<file path="src/rtl/data_mem_arbiter.sv">
// Round-robin two-port arbiter and access sequencer for the 16x16 data memory.
// Each access runs IDLE -> ACC -> RESP with registered grant, ack and read data.
module data_mem_arbiter #(
  parameter int unsigned DW = 16,
  parameter int unsigned AW = 4
) (
  input  logic          CLK,
  input  logic          RST,
  input  logic          REQ_A,
  input  logic          REQ_B,
  input  logic          WE_A,
  input  logic          WE_B,
  input  logic [AW-1:0] ADDR_A,
  input  logic [AW-1:0] ADDR_B,
  input  logic [DW-1:0] WDATA_A,
  input  logic [DW-1:0] WDATA_B,
  output logic          GNT_A,
  output logic          GNT_B,
  output logic          ACK_A,
  output logic          ACK_B,
  output logic [DW-1:0] RDATA_A,
  output logic [DW-1:0] RDATA_B,
  output logic          BUSY,
  output logic [AW-1:0] MEM_ADDR,
  output logic [DW-1:0] MEM_WDATA,
  output logic          MEM_WE,
  input  logic [DW-1:0] MEM_RDATA
);

  typedef enum logic [1:0] {
    IDLE = 2'd0,
    ACC  = 2'd1,
    RESP = 2'd2
  } state_t;

  // Port encoding for owner/last: 0 = port A, 1 = port B.
  localparam logic PORT_A = 1'b0;
  localparam logic PORT_B = 1'b1;

  state_t        state;
  logic          owner;
  logic          last;
  logic          lat_we;
  logic [AW-1:0] lat_addr;
  logic [DW-1:0] lat_wdata;
  logic [DW-1:0] rdata_a;
  logic [DW-1:0] rdata_b;
  logic          gnt_a;
  logic          gnt_b;
  logic          ack_a;
  logic          ack_b;
  logic          busy;
  logic          pick_b;

  // B wins when it is the only requester, or on a tie when A was served last.
  assign pick_b = REQ_B && (!REQ_A || (last == PORT_A));

  // Sequencer: arbitration, field latching, read capture and handshake outputs.
  always_ff @(posedge CLK) begin
    if (RST) begin
      state     <= IDLE;
      owner     <= PORT_A;
      last      <= PORT_B;
      lat_we    <= 1'b0;
      lat_addr  <= '0;
      lat_wdata <= '0;
      rdata_a   <= '0;
      rdata_b   <= '0;
      gnt_a     <= 1'b0;
      gnt_b     <= 1'b0;
      ack_a     <= 1'b0;
      ack_b     <= 1'b0;
      busy      <= 1'b0;
    end else begin
      ack_a <= 1'b0;
      ack_b <= 1'b0;
      case (state)
        IDLE: begin
          if (REQ_A || REQ_B) begin
            owner     <= pick_b;
            lat_we    <= pick_b ? WE_B    : WE_A;
            lat_addr  <= pick_b ? ADDR_B  : ADDR_A;
            lat_wdata <= pick_b ? WDATA_B : WDATA_A;
            gnt_a     <= !pick_b;
            gnt_b     <= pick_b;
            busy      <= 1'b1;
            state     <= ACC;
          end
        end
        ACC: begin
          if (!lat_we) begin
            if (owner == PORT_B) rdata_b <= MEM_RDATA;
            else                 rdata_a <= MEM_RDATA;
          end
          ack_a <= (owner == PORT_A);
          ack_b <= (owner == PORT_B);
          state <= RESP;
        end
        RESP: begin
          last  <= owner;
          gnt_a <= 1'b0;
          gnt_b <= 1'b0;
          busy  <= 1'b0;
          state <= IDLE;
        end
        default: begin
          gnt_a <= 1'b0;
          gnt_b <= 1'b0;
          busy  <= 1'b0;
          state <= IDLE;
        end
      endcase
    end
  end

  assign GNT_A     = gnt_a;
  assign GNT_B     = gnt_b;
  assign ACK_A     = ack_a;
  assign ACK_B     = ack_b;
  assign RDATA_A   = rdata_a;
  assign RDATA_B   = rdata_b;
  assign BUSY      = busy;
  assign MEM_ADDR  = lat_addr;
  assign MEM_WDATA = lat_wdata;

  // Reset gates the enable in the same cycle so an in-flight write is dropped.
  assign MEM_WE = (state == ACC) && lat_we && !RST;

endmodule

</file>
<file path="config.mk">
export PLATFORM = sky130hd
export DESIGN_NAME = data_mem_arbiter
export DESIGN_NICKNAME = d
export VERILOG_FILES = /design/src/rtl/data_mem_arbiter.sv
export SDC_FILE = /design/constraint.sdc
export NUM_CORES = 1
export LEC_CHECK = 0
export CAP_MARGIN = 15
export CORE_MARGIN = 2
export CORE_UTILIZATION = 35
export DETAILED_ROUTE_END_ITERATION = 8
export PLACE_DENSITY = 0.72
export SYNTH_ARGS = -nofsm -noshare
export SYNTH_HDL_FRONTEND = slang
export SYNTH_SLANG_ARGS = --single-unit
</file>
<file path="constraint.sdc">
create_clock -name CLK -period 3.8 [get_ports CLK]
set_input_delay 0.57 -clock CLK [delete_from_list [all_inputs] [get_ports CLK]]
set_output_delay 0.57 -clock CLK [all_outputs]
set_load 0.005 [all_outputs]
</file>
==> results.py, run 1 <==
metrics = {
    "floorplanning": {
        "core-area_um2": 6756,
        "placementRows": 30,
        "die_w_um": 87.30,
        "ioPinCount": 120,
        "start_util_pct": 35.94,
        "die_area_um2": 7621,
        "die_h_um": 87.30,
    },
    "yosys": {
        "synth_cells": 296,
        "synth_warnings": 0,
        "syn-cell-area_um2": 2429,
        "synth_edf_count": 0,
        "synth_seq_cells": 62,
        "syn_nets": 358,
        "ys_seq_area_share_pct": 51.11,
        "synthArstFlopShare_pct": 0,
        "synth_cell_types": 27,
        "avgSynthCellArea_um2": 8.205,
        "synth_ff_type": "dfxtp_1",
    },
    "worst_setup_path": {
        "critPathTopFamily": "simple AND/OR/NAND/NOR gates",
        "critPathKind": "reg -> out",
        "cp-end-kind": "output port",
        "start_kind": "flip-flop",
        "cpMaxStageDelayCell": "dfxtp_1",
        "cp_data_required_time_ps": 3230,
        "cpPeakStageDelay_ps": 520,
        "crit_chain": "nor3b_1 > and2_1 > clkdlybuf4s50_1",
        "crit_buf_inv": 1,
        "arrival_ps": 1940,
        "worstPathMaxFanout": 11,
    },
    "layout": {
        "antennaDiodeCount": 0,
        "drive_gt1_share_pct": 6.143,
        "final_cell_area_um2": 3801,
        "layout_common_cells": "118 x clkdlybuf4s50_1, 107 x nand2_1, 62 x dfxtp_1",
        "fin_nets": 466,
        "n_fill_cell": 642,
        "layout_commonest_cell": "clkdlybuf4s50_1",
        "syn2layout_area_growth_pct": 56.52,
    },
    "detailed_routing": {
        "wl_per_cell_um": 14.13,
        "dr.pass1.iters": 4,
        "postRouteAntennaNets": 0,
        "drt_iter0_drc": 53,
        "routed_via_density": 4.984,
        "wirelength_um": 6879,
        "vias": 2427,
        "drc": 0,
    },
    "global_routing": {
        "grt_use_met3_pct": 8.436,
        "grt.overflow.total": 0,
        "grt_max_degree": 60,
        "track_usage_pct": 18.58,
        "first_global_vias": 2408,
        "grtUsageMet1_pct": 22.27,
        "top_usage_layer": "met2",
        "grt_pass1_wl_um": 11050,
        "antenna_found_initial": 0,
        "met2_usage_pct": 29.34,
    },
    "cts": {
        "path_clk_slew_ps": 60,
        "cts_tree": "yes",
        "postCtsSetupBuffers": 0,
        "ctsRootBufferMaster": "clkbuf_8",
        "hold_buffers": 0,
        "cts_buffers": 9,
        "clkLatencyLatePin_ps": 330,
        "cts_htree_levels": 3,
        "numClockSinks": 62,
        "cts.repair.resized": 0,
        "clock_path_buffers": 2,
    },
    "placed_design": {
        "dpl.hpwl_um": 4685,
        "dpl_cell_area_um2": 3627,
        "portBuffers": 119,
        "place.gp.congestion": 0.7529,
    },
    "timing": {
        "slew_headroom_pct": 29.94,
        "tightest_slew_ps": 1045,
        "setup_viol": 0,
        "fin_worst_skew_ps": 4.992,
        "fin_crit_sh_pct": 66.13,
        "fin_crit_ps": 2513,
        "grt_setup_unrepaired": "false",
        "finalHoldViolations": 0,
        "max_freq_ghz": 0.3979,
        "tns_ps": 0,
        "final_max_slew_viol_count": 0,
    },
    "worst_hold_path": {
        "hp-class": "reg -> reg",
    },
    "outcome": {
        "status": "complete, no violations",
    },
    "pwr": {
        "vdd_drop_max_v": 0.0001969,
        "leakage_uw": 0.001356,
        "power_density_nw_per_um2": 404.5,
    },
    "job": {
        "maxCapViolCount": 0,
    },
}
cell families (layout without fill, tap and decap cells):
logic type | count (synthesis) | after routing | synth area share (%)
AND/OR/NAND/NOR | 126 | 126 | 22.15
AO/OA/AOI/OAI | 81 | 81 | 21.02
flip-flops | 62 | 62 | 51.11
buffers and inverters | 26 | 137 | 5.306
multiplexers | 1 | 1 | 0.4122
worst register-to-register path: stages (launching register included):
cell      delay (ps)
dfxtp_1          470
nor2_1           610
buf_4            310
a21oi_1           90
a311oi_1         260
flip-flops by register name, indices dropped and copies added (netlist names), 2 cells and up:
signal and cells:
MEM_WDATA 16, RDATA_A 16, RDATA_B 16, state 2
MEM_ADDR 4
cell type report:
| cell class | instances | area (um^2) | share of cell area [%] |
|---|---|---|---|
| timing repair buffer | 123 | 1216 | 31.99 |
| clock inverter | 1 | 5.005 | 0.1317 |
| multi-input combinational | 208 | 1070 | 28.14 |
| clock buffer | 13 | 168.9 | 4.444 |
| tap | 80 | 100.1 | 2.633 |
| sequential | 62 | 1241 | 32.65 |
metal layers:
layer,up-vias,share of wire (%)
met2,110,45
met1,1083,43
met4,0,0.99
met3,6,10
met5,-,0
li1,1228,-
stage by stage:
| step | hold slack (ps) | utilization (%) | setup WS [ps] | total power (uW) | instances |
|---|---|---|---|---|---|
| 3_5_place_dp | 445.6 | 53.69 | 1268 | 1037 | 473 |
| 4_1_cts | 445.4 | 56.26 | 1227 | 1560 | 487 |
| 5_1_grt | 477.8 | 56.26 | 1099 | 1620 | 487 |
| 2_1_floorplan | 452.7 | - | 2110 | 862.7 | 296 |
| 3_3_place_gp | 441.2 | 53.69 | 1416 | 1033 | 473 |
| 6_report | 451.4 | 56.26 | 1287 | 1538 | 487 |
power by group:
part	leakage (uW)	total [uW]	internal (uW)	switching (uW)
Combinational	0.000756	293	173	120
Sequential	0.000508	729	696	32.7
Clock	0.0000914	516	282	234
cells in the mapped netlist (2+ instances only):
cell type    n  area share, %
nand2_1    107             17
dfxtp_1     62             51
a21oi_1     54             11
buf_4        2           0.62
a311oi_1    21            7.6
and2_1       2           0.52
buf_2       12            2.5
clkbuf_1    10            1.5
nor2_1       4           0.62
nor2b_1      3           0.77
nor3_1       3           0.62
worst paths after layout:
kind | depth (start not counted) | end | startpoint | slack, ps
max | 3 | MEM_WE | state[0]$_SDFFE_PP0P_ | 1290
min reg2reg | 2 | RDATA_A[1]$_SDFFE_PP0P_ | RDATA_A[1]$_SDFFE_PP0P_ | 450
max reg2reg | 4 | MEM_ADDR[3]$_SDFFE_PP0P_ | state[1]$_SDFFE_PP0P_ | 1970
min | 2 | RDATA_A[1]$_SDFFE_PP0P_ | RDATA_A[1]$_SDFFE_PP0P_ | 450
Note: power is estimated with default switching activity, not from simulation.
==> run 2: changes to the inputs <==
--- a/config.mk
+++ b/config.mk
@@ -9,7 +9,7 @@
 export CORE_MARGIN = 2
 export CORE_UTILIZATION = 35
 export DETAILED_ROUTE_END_ITERATION = 8
-export PLACE_DENSITY = 0.72
+export PLACE_DENSITY = 0.75
 export SYNTH_ARGS = -nofsm -noshare
 export SYNTH_HDL_FRONTEND = slang
 export SYNTH_SLANG_ARGS = --single-unit
==> constraint.sdc (replaced) <==
create_clock -name CLK -period 2 [get_ports CLK]
set_input_delay 0.3 -clock CLK [delete_from_list [all_inputs] [get_ports CLK]]
set_output_delay 0.3 -clock CLK [all_outputs]
set_load 0.005 [all_outputs]
==> results.py, run 2 (synthesis results as in run 1) <==
metrics = {
    "outcome": {
        "status": "complete, no violations",
    },
    "detailed_routing": {
        "drt_iter0_drc": 63,
        "wirelength_um": 6536,
        "top_layer": "met4",
        "wl_per_cell_um": 13.12,
        "dr_wl_met2_um": 3021,
        "drc": 0,
        "met1_length_um": 2893,
        "routed_via_density": 4.890,
        "postRouteAntennaNets": 0,
        "vias": 2435,
        "dr.pass1.iters": 4,
        "wl_met3_um": 558,
    },
    "worst_hold_path": {
        "holdPathStages": 3,
        "hp-class": "in -> reg",
    },
    "pwr": {
        "leakage_uw": 0.001409,
        "vdd_drop_max_v": 0.0003149,
        "swShare_pct": 25.34,
        "power.switching_uw": 751.3,
        "intPower_uw": 2213,
        "p_comb_share_pct": 19.2,
        "p_seq_share_pct": 46.6,
        "p_clk_share_pct": 34.2,
        "power_uw": 2965,
        "power_density_nw_per_um2": 761.1,
    },
    "timing": {
        "grt_setup_unrepaired": "false",
        "slew_headroom_pct": 53.86,
        "setup_viol": 0,
        "setup_slack_ps": 111.5,
        "fin_worst_skew_ps": 6.279,
        "fin_crit_sh_pct": 94.42,
        "tightest_slew_ps": 688.3,
        "final_max_slew_viol_count": 0,
        "max_freq_ghz": 0.5295,
        "fin_crit_ps": 1888,
        "finalHoldViolations": 0,
    },
    "global_routing": {
        "first_global_vias": 2275,
        "grt.overflow.total": 0,
        "grt_max_degree": 60,
        "track_usage_pct": 16.80,
        "antenna_found_initial": 0,
        "grt_pass1_wl_um": 10120,
    },
    "worst_setup_path": {
        "start_kind": "flip-flop",
        "critPathKind": "reg -> out",
        "cp_data_required_time_ps": 1700,
        "cp-end-kind": "output port",
        "worstPathMaxFanout": 11,
        "arrival_ps": 1590,
        "worstRegToRegCells": 3,
    },
    "floorplanning": {
        "core-area_um2": 6756,
        "die_area_um2": 7621,
        "ioPinCount": 120,
        "die_w_um": 87.30,
        "placementRows": 30,
        "die_h_um": 87.30,
        "start_util_pct": 35.94,
    },
    "cts": {
        "numClockSinks": 62,
        "postCtsSetupBuffers": 0,
        "clock_path_buffers": 2,
        "cts_tree": "yes",
        "path_clk_slew_ps": 60,
        "cts_buffers": 9,
        "clkLatencyLatePin_ps": 330,
        "cts.repair.resized": 2,
        "cts_htree_levels": 3,
        "hold_buffers": 0,
        "ctsRootBufferMaster": "clkbuf_8",
    },
    "placed_design": {
        "place.gp.congestion": 0.8058,
        "portBuffers": 119,
        "dpl.hpwl_um": 4546,
        "place_ws_ps": -165.3,
    },
    "layout": {
        "antennaDiodeCount": 0,
        "layout_common_cells": "118 x clkdlybuf4s50_1, 107 x nand2_1, 60 x dfxtp_1",
        "drive_gt1_share_pct": 9.330,
        "n_fill_cell": 626,
        "fin_nets": 475,
        "syn2layout_area_growth_pct": 60.38,
        "layout_commonest_cell": "clkdlybuf4s50_1",
    },
    "job": {
        "maxCapViolCount": 0,
    },
}
[run 2: cell count changes in the layout (fill, tap and decap cells not counted)]
cell        change
dfxtp_2         +1
nor3b_1         -1
clkinv_2        +1
buf_4           +8
dfxtp_4         +1
dfxtp_1         -2
buf_6           +1
clkinvlp_4      +1
nor3b_2         +1
[run 2: path summary, 6_finish.rpt]
path / from / endpoint / slack (ps)
max: state[0]$_SDFFE_PP0P_ / MEM_WE / 110
min: RST / state[1]$_SDFFE_PP0P_ / 290
max reg2reg: lat_we$_SDFFE_PP0P_ / RDATA_A[14]$_SDFFE_PP0P_ / 360
min reg2reg: RDATA_B[11]$_SDFFE_PP0P_ / RDATA_B[11]$_SDFFE_PP0P_ / 450
[run 2: critical path, cell delays in order (launching register included)]
cell and delay (ps):
dfxtp_4 400, nor3b_2 190, and2_1 140, clkdlybuf4s50_1 530
[run 2: cell type report]
cell class,count,area (um^2),area share (%)
repair buffers,132,1287,33.05
flip-flops and latches,62,1246,31.99
multi-input cells,208,1075,27.59
clock buffers,13,168.9,4.337
well taps,80,100.1,2.570
clock inverters,3,17.52,0.4497
[run 2: power by group through the flow]
stage                     Clock (uW)  Sequential [uW]  Combinational, uW
after floorplan                    0             1400                237
after global placement             0             1410                560
after detailed placement           0             1410                569
after CTS                       1040             1380                572
after global routing            1090             1390                625
final                           1010             1380                571
[run 2: metal layers]
metal / vias up / GRT usage (%)
met3: 7 / 5.687
met2: 97 / 28.37
met5: - / 0
met1: 1086 / 19.09
li1: 1245 / -
met4: 0 / 7.552
[run 2: per-stage QoR]
stage          hold WS [ps]  cells  utilization [%]  TNS (ps)  area, um^2
6_report              286.5    498            57.65         0        3895
5_1_grt               284.2    498            57.65         0        3895
4_1_cts               283.6    497            57.43         0        3880
3_5_place_dp          445.6    481            54.57     -3140        3687
3_3_place_gp          440.5    481            54.57     -1757        3687
2_1_floorplan         436.0    296                -         0        2429
==> RTL edit 1: new RTL, flow settings as in run 2 <==
The 3 states of `state_t` get a one-hot encoding in 3 bits.
--- a/src/rtl/data_mem_arbiter.sv
+++ b/src/rtl/data_mem_arbiter.sv
@@ -29,6 +29,6 @@
 
-  typedef enum logic [1:0] {
-    IDLE = 2'd0,
-    ACC  = 2'd1,
-    RESP = 2'd2
+  typedef enum logic [2:0] {
+    IDLE = 3'b001,
+    ACC  = 3'b010,
+    RESP = 3'b100
   } state_t;
Behaviour: no difference found for any inputs over 10 cycles, from zero or initial values and one cycle with RST high; not proved beyond that.
==> RTL edit 1 against run 2 <==
- sequential power up 3%
- combinational power about the same
- setup slack better by 0.033 ns
- critical path type unchanged
- design area rose by 5.1%
- global-route usage up 0.079 points
- largest power group unchanged
- power rose by 8.6%
- register-to-register slack worse by 0.18 ns
- routed wire length up 4.3%
- utilization shrank 0.59 points
- fmax up 1.8%
- sequential cell count rose by 1
- synthesized area up 5.5%
==> RTL edit 1: results (changes against run 2) <==
[placement]
dp_slack_ns = -0.04800  ; was -0.1653 ns
gp_congestion = 0.8163  ; was 0.8058
hpwl_um = 5017  ; was 4546 um
placed_cells = 493  ; was 481

[synth]
synth-compound-area-share = 0.1055  ; was 0.2102
synth_cell_types = 26  ; was 27
yosysSeqAreaShare = 0.4924  ; was 0.5111
syn-num-nets = 348  ; was 358
synthCells = 286  ; was 296
synth.area.mux_share = 0.1290  ; was 0.004122
synthTopCellsByCount = nand2_1 (71), dfxtp_1 (63), inv_1 (43)  ; was nand2_1 (107), dfxtp_1 (62), a21oi_1 (54)
ys_top_cells_by_area = dfxtp_1 (49%), mux2i_1 (13%), nand2_1 (10%)  ; was dfxtp_1 (51%), nand2_1 (17%), a21oi_1 (11%)
ys.flop_type = dfxtp_1  ; unchanged
ys_warn_count = 0  ; unchanged

[sta]
fin_crit_sh = 0.9278  ; was 0.9442
skew_ns = 0.009129  ; was 0.006279 ns
tightestPinTransition_ns = 0.7777  ; was 0.6883 ns

[hold_path]
holdCritPathClass = reg -> reg  ; was in -> reg
hold_depth = 2  ; was 3
min_to = RDATA_B[10]$_SDFFE_PP0P_  ; was state[1]$_SDFFE_PP0P_
holdCritStartpoint = RDATA_B[10]$_SDFFE_PP0P_  ; was RST

[grt]
grt_max_degree = 39  ; was 60
track_usage = 0.1688  ; was 0.1680
grt_pass1_wl_um = 10450  ; was 10,120 um
antenna_found_initial = 0  ; unchanged
grt_pass1_vias = 2295  ; was 2,275

[layout]
insertedDiodeCount = 0  ; unchanged
fillCellCount = 648  ; was 626
fin_nets = 467  ; was 475
drive_gt1_frac = 0.06829  ; was 0.09330

[route]
drt_first_pass_iters = 5  ; was 4
wl_um = 6816  ; was 6536 um
drt_iter0_markers = 117  ; was 63
num_vias = 2403  ; was 2,435
wl_per_cell_um = 13.39  ; was 13.12 um

[outcome]
run_status = completed  ; unchanged

[clock_network]
cts_resized = 0  ; was 2
clk_pin_slew_ns = 0.07
cts_max_path_buffers = 2  ; unchanged
clock_latency_ns = 0.32
h-tree-depth = 3  ; unchanged
cts-root-buf = clkbuf_8  ; unchanged

[critical_path]
rr_startpoint = state[0]$_SDFFE_PP1P_  ; was lat_we$_SDFFE_PP0P_
cp_max_fo = 7  ; was 11
worstPathArrival_ns = 1.56  ; was 1.59 ns
regToRegSetupSlack_ns = 0.18  ; was 0.36 ns
crit_start = state[1]$_SDFFE_PP0P_  ; was state[0]$_SDFFE_PP0P_
r2r-end = MEM_WDATA[5]$_SDFFE_PP0P_  ; was RDATA_A[14]$_SDFFE_PP0P_

[pwr]
p_leak_nw = 1.753  ; was 1.409 nW
irDropWorstVdd_uv = 415.9  ; was 314.9 uV

==> RTL edit 1: changes by cell type after synthesis, sizes merged, moves of 11 or more <==
| cell | delta |
|---|---|
| nand2 | -36 |
| a311oi | -21 |
| mux2i | +32 |
| a21oi | -52 |
| buf | -11 |
| inv | +44 |
| a222oi | +21 |
==> RTL edit 1: cell families after synthesis <==
family | count (synthesis)
AND/OR/NAND/NOR | 96
buffers and inverters | 63
AO/OA/AOI/OAI | 31
multiplexers | 33
flip-flops | 63
==> RTL edit 1: cell type report <==
type,count,share of cell area
clock buffers,13,0.03881
clock inverters,3,0.01589
inverters,44,0.04034
multi-input cells,160,0.2543
flip-flops and latches,63,0.3087
well taps,99,0.03026
repair buffers,127,0.3117
==> RTL edit 1: power breakdown <==
group	switching [mW]	total (mW)	internal, mW
clock	0.459	1.23	0.770
combinational	0.216	0.571	0.355
sequential	0.0658	1.42	1.35
total	0.741	3.22	2.48
==> RTL edit 1: routing by layer <==
layer  up-vias  GRT usage  wire length [um]
li1       1189          -                 -
met1      1133     0.2003              2853
met2        70     0.2914              3510
met3        11    0.03416               327
met4         0    0.07734               125
met5         -          0                 0
==> RTL edit 1: critical path: stages (launching register included) <==
cell,delay [ns]
dfxtp_2,0.40
nor2b_1,0.18
and3_1,0.17
clkdlybuf4s50_1,0.50
==> RTL edit 1: stage by stage <==
step	hold slack, ns	area [sq um]
finish	0.4577	4094
global route	0.4764	4094
CTS	0.4624	4090
detailed placement	0.4465	3866
global placement	0.4438	3866
floorplan	0.4420	2561
==> RTL edit 2: new RTL, settings of run 2 <==
Made on the original files. Set the parameter `AW` to 3 (it was 4).
--- a/src/rtl/data_mem_arbiter.sv
+++ b/src/rtl/data_mem_arbiter.sv
@@ -4,3 +4,3 @@
   parameter int unsigned DW = 16,
-  parameter int unsigned AW = 4
+  parameter int unsigned AW = 3
 ) (
Ports: changed (resized ADDR_A, ADDR_B and MEM_ADDR); port bits go from 120 to 117. No check against the original RTL was run, so the function may have changed too.
==> RTL edit 2 against run 2 <==
- setup slack improved by 0.018 ns
- sequential cell count decreased by 1
- sequential share of layout area increased by 0.36 points
- utilization decreased by 0.98 points
- routed wire length about the same
- first-iteration DRC count increased by 24%
- power decreased by 4.8%
- hold slack improved by 0.019 ns
- design area decreased by 2.8%
- count of clock-buffer cells in the layout decreased by 4
- synthesized area decreased by 1.9%
- critical endpoint unchanged
- largest cell class unchanged
==> RTL edit 2: results (changes against run 2) <==
[outcome]
run_status = completed  ; unchanged

[clock_network]
clk_pin_slew_ns = 0.07
post-cts-setup-buffer-count = 0  ; unchanged
cts_max_path_buffers = 2  ; unchanged
cts-root-buf = clkbuf_8  ; unchanged
h-tree-depth = 3  ; unchanged
numCtsBuffers = 9  ; unchanged
clock_latency_ns = 0.32

[synth]
yosysSeqAreaShare = 0.5126  ; was 0.5111
syn-num-nets = 350  ; was 358
synth_cell_types = 28  ; was 27
syn_avg_cell_area_sq_um = 8.215  ; was 8.205 sq um
ys_async_sr_fraction = 0  ; unchanged
ys_top_cells_by_area = dfxtp_1 (51%), nand2_1 (17%), a21oi_1 (11%)  ; unchanged
ys_warn_count = 0  ; unchanged
synthTopCellsByCount = nand2_1 (105), dfxtp_1 (61), a21oi_1 (53)  ; was nand2_1 (107), dfxtp_1 (62), a21oi_1 (54)

[grt]
grt_max_degree = 59  ; was 60
grt_pass1_vias = 2294  ; was 2,275
antenna_found_initial = 0  ; unchanged
track_usage = 0.1725  ; was 0.1680
grt_pass1_wl_um = 10230  ; was 10,120 um

[layout]
drive_gt1_frac = 0.08845  ; was 0.09330
fillCellCount = 615  ; was 626
fin_nets = 462  ; was 475
insertedDiodeCount = 0  ; unchanged
fin_cells = 487  ; was 498

[route]
drt_first_pass_iters = 4  ; unchanged
wl_um = 6530  ; was 6536 um
via_per_inst = 4.899  ; was 4.890
drt_iter0_markers = 78  ; was 63

[sta]
tightestPinTransition_ns = 0.6030  ; was 0.6883 ns
finalSetupTns_ns = 0  ; unchanged
skew_ns = 0.006899  ; was 0.006279 ns

[critical_path]
cp_max_fo = 11  ; unchanged
worstPathArrival_ns = 1.57  ; was 1.59 ns

[hold_path]
holdCritPathClass = in -> reg  ; unchanged

[pwr]
p_leak_nw = 1.356  ; was 1.409 nW
irDropWorstVdd_uv = 376.1  ; was 314.9 uV

[placement]
hpwl_um = 4540  ; was 4546 um
dp_slack_ns = 0.2065  ; was -0.1653 ns
gp_congestion = 0.7639  ; was 0.8058
placed_cells = 471  ; was 481
portBuffers = 116  ; was 119

==> RTL edit 2: per-stage QoR <==
stage	total power, mW	instance area (sq um)
global placement	1.935	3611
CTS	2.869	3784
finish	2.823	3786
global route	2.984	3786
floorplan	1.608	2382
detailed placement	1.943	3611
==> RTL edit 2: critical path, stage by stage (launching register included) <==
cell and delay [ns]:
dfxtp_4 0.40, nor3b_2 0.20, and2_1 0.15, clkdlybuf4s50_1 0.49
==> RTL edit 2: routing by layer <==
| layer | vias up | part of all wire | track usage |
|---|---|---|---|
| li1 | 1219 | - | - |
| met1 | 1055 | 0.43 | 0.1937 |
| met2 | 105 | 0.45 | 0.2846 |
| met3 | 7 | 0.11 | 0.08762 |
| met4 | 0 | 0.0089 | 0.05540 |
| met5 | - | 0 | 0 |
==> RTL edit 2: path summary, 6_finish.rpt <==
check / start / endpoint / slack [ns] / depth (start not counted)
worst max-delay path: state[0]$_SDFFE_PP0P_ / MEM_WE / 0.13 / 3
worst min-delay path: RST / state[1]$_SDFFE_PP0P_ / 0.31 / 3
worst max register to register: lat_we$_SDFFE_PP0P_ / RDATA_A[6]$_SDFFE_PP0P_ / 0.34 / 3
worst min register to register: RDATA_A[11]$_SDFFE_PP0P_ / RDATA_A[11]$_SDFFE_PP0P_ / 0.45 / 2
==> RTL edit 2: logic make-up after synthesis <==
family,share of synthesized area
AND/OR/NAND/NOR,0.2232
AO/OA/AOI/OAI,0.2085
flip-flops,0.5126
buffers and inverters,0.05147
multiplexers,0.004202
==> RTL edit 2: report_power, final <==
group / total [mW] / internal [mW] / switching (mW)
clock: 0.911 / 0.439 / 0.472
sequential: 1.36 / 1.30 / 0.0553
combinational: 0.557 / 0.330 / 0.227
total: 2.82 / 2.07 / 0.754
==> RTL edit 2: cell type report <==
class | instances | share of cell area
Clock inverter | 7 | 0.01124
Multi-Input combinational cell | 204 | 0.2809
Timing Repair Buffer | 126 | 0.3252
Tap cell | 80 | 0.02644
Sequential cell | 61 | 0.3235
Clock buffer | 9 | 0.03272
==> RTL edit 2: repair_timing <==
item,in CTS,in global routing
pin swaps,0,0
gates resized for setup,2,1
setup endpoints to repair,1,1
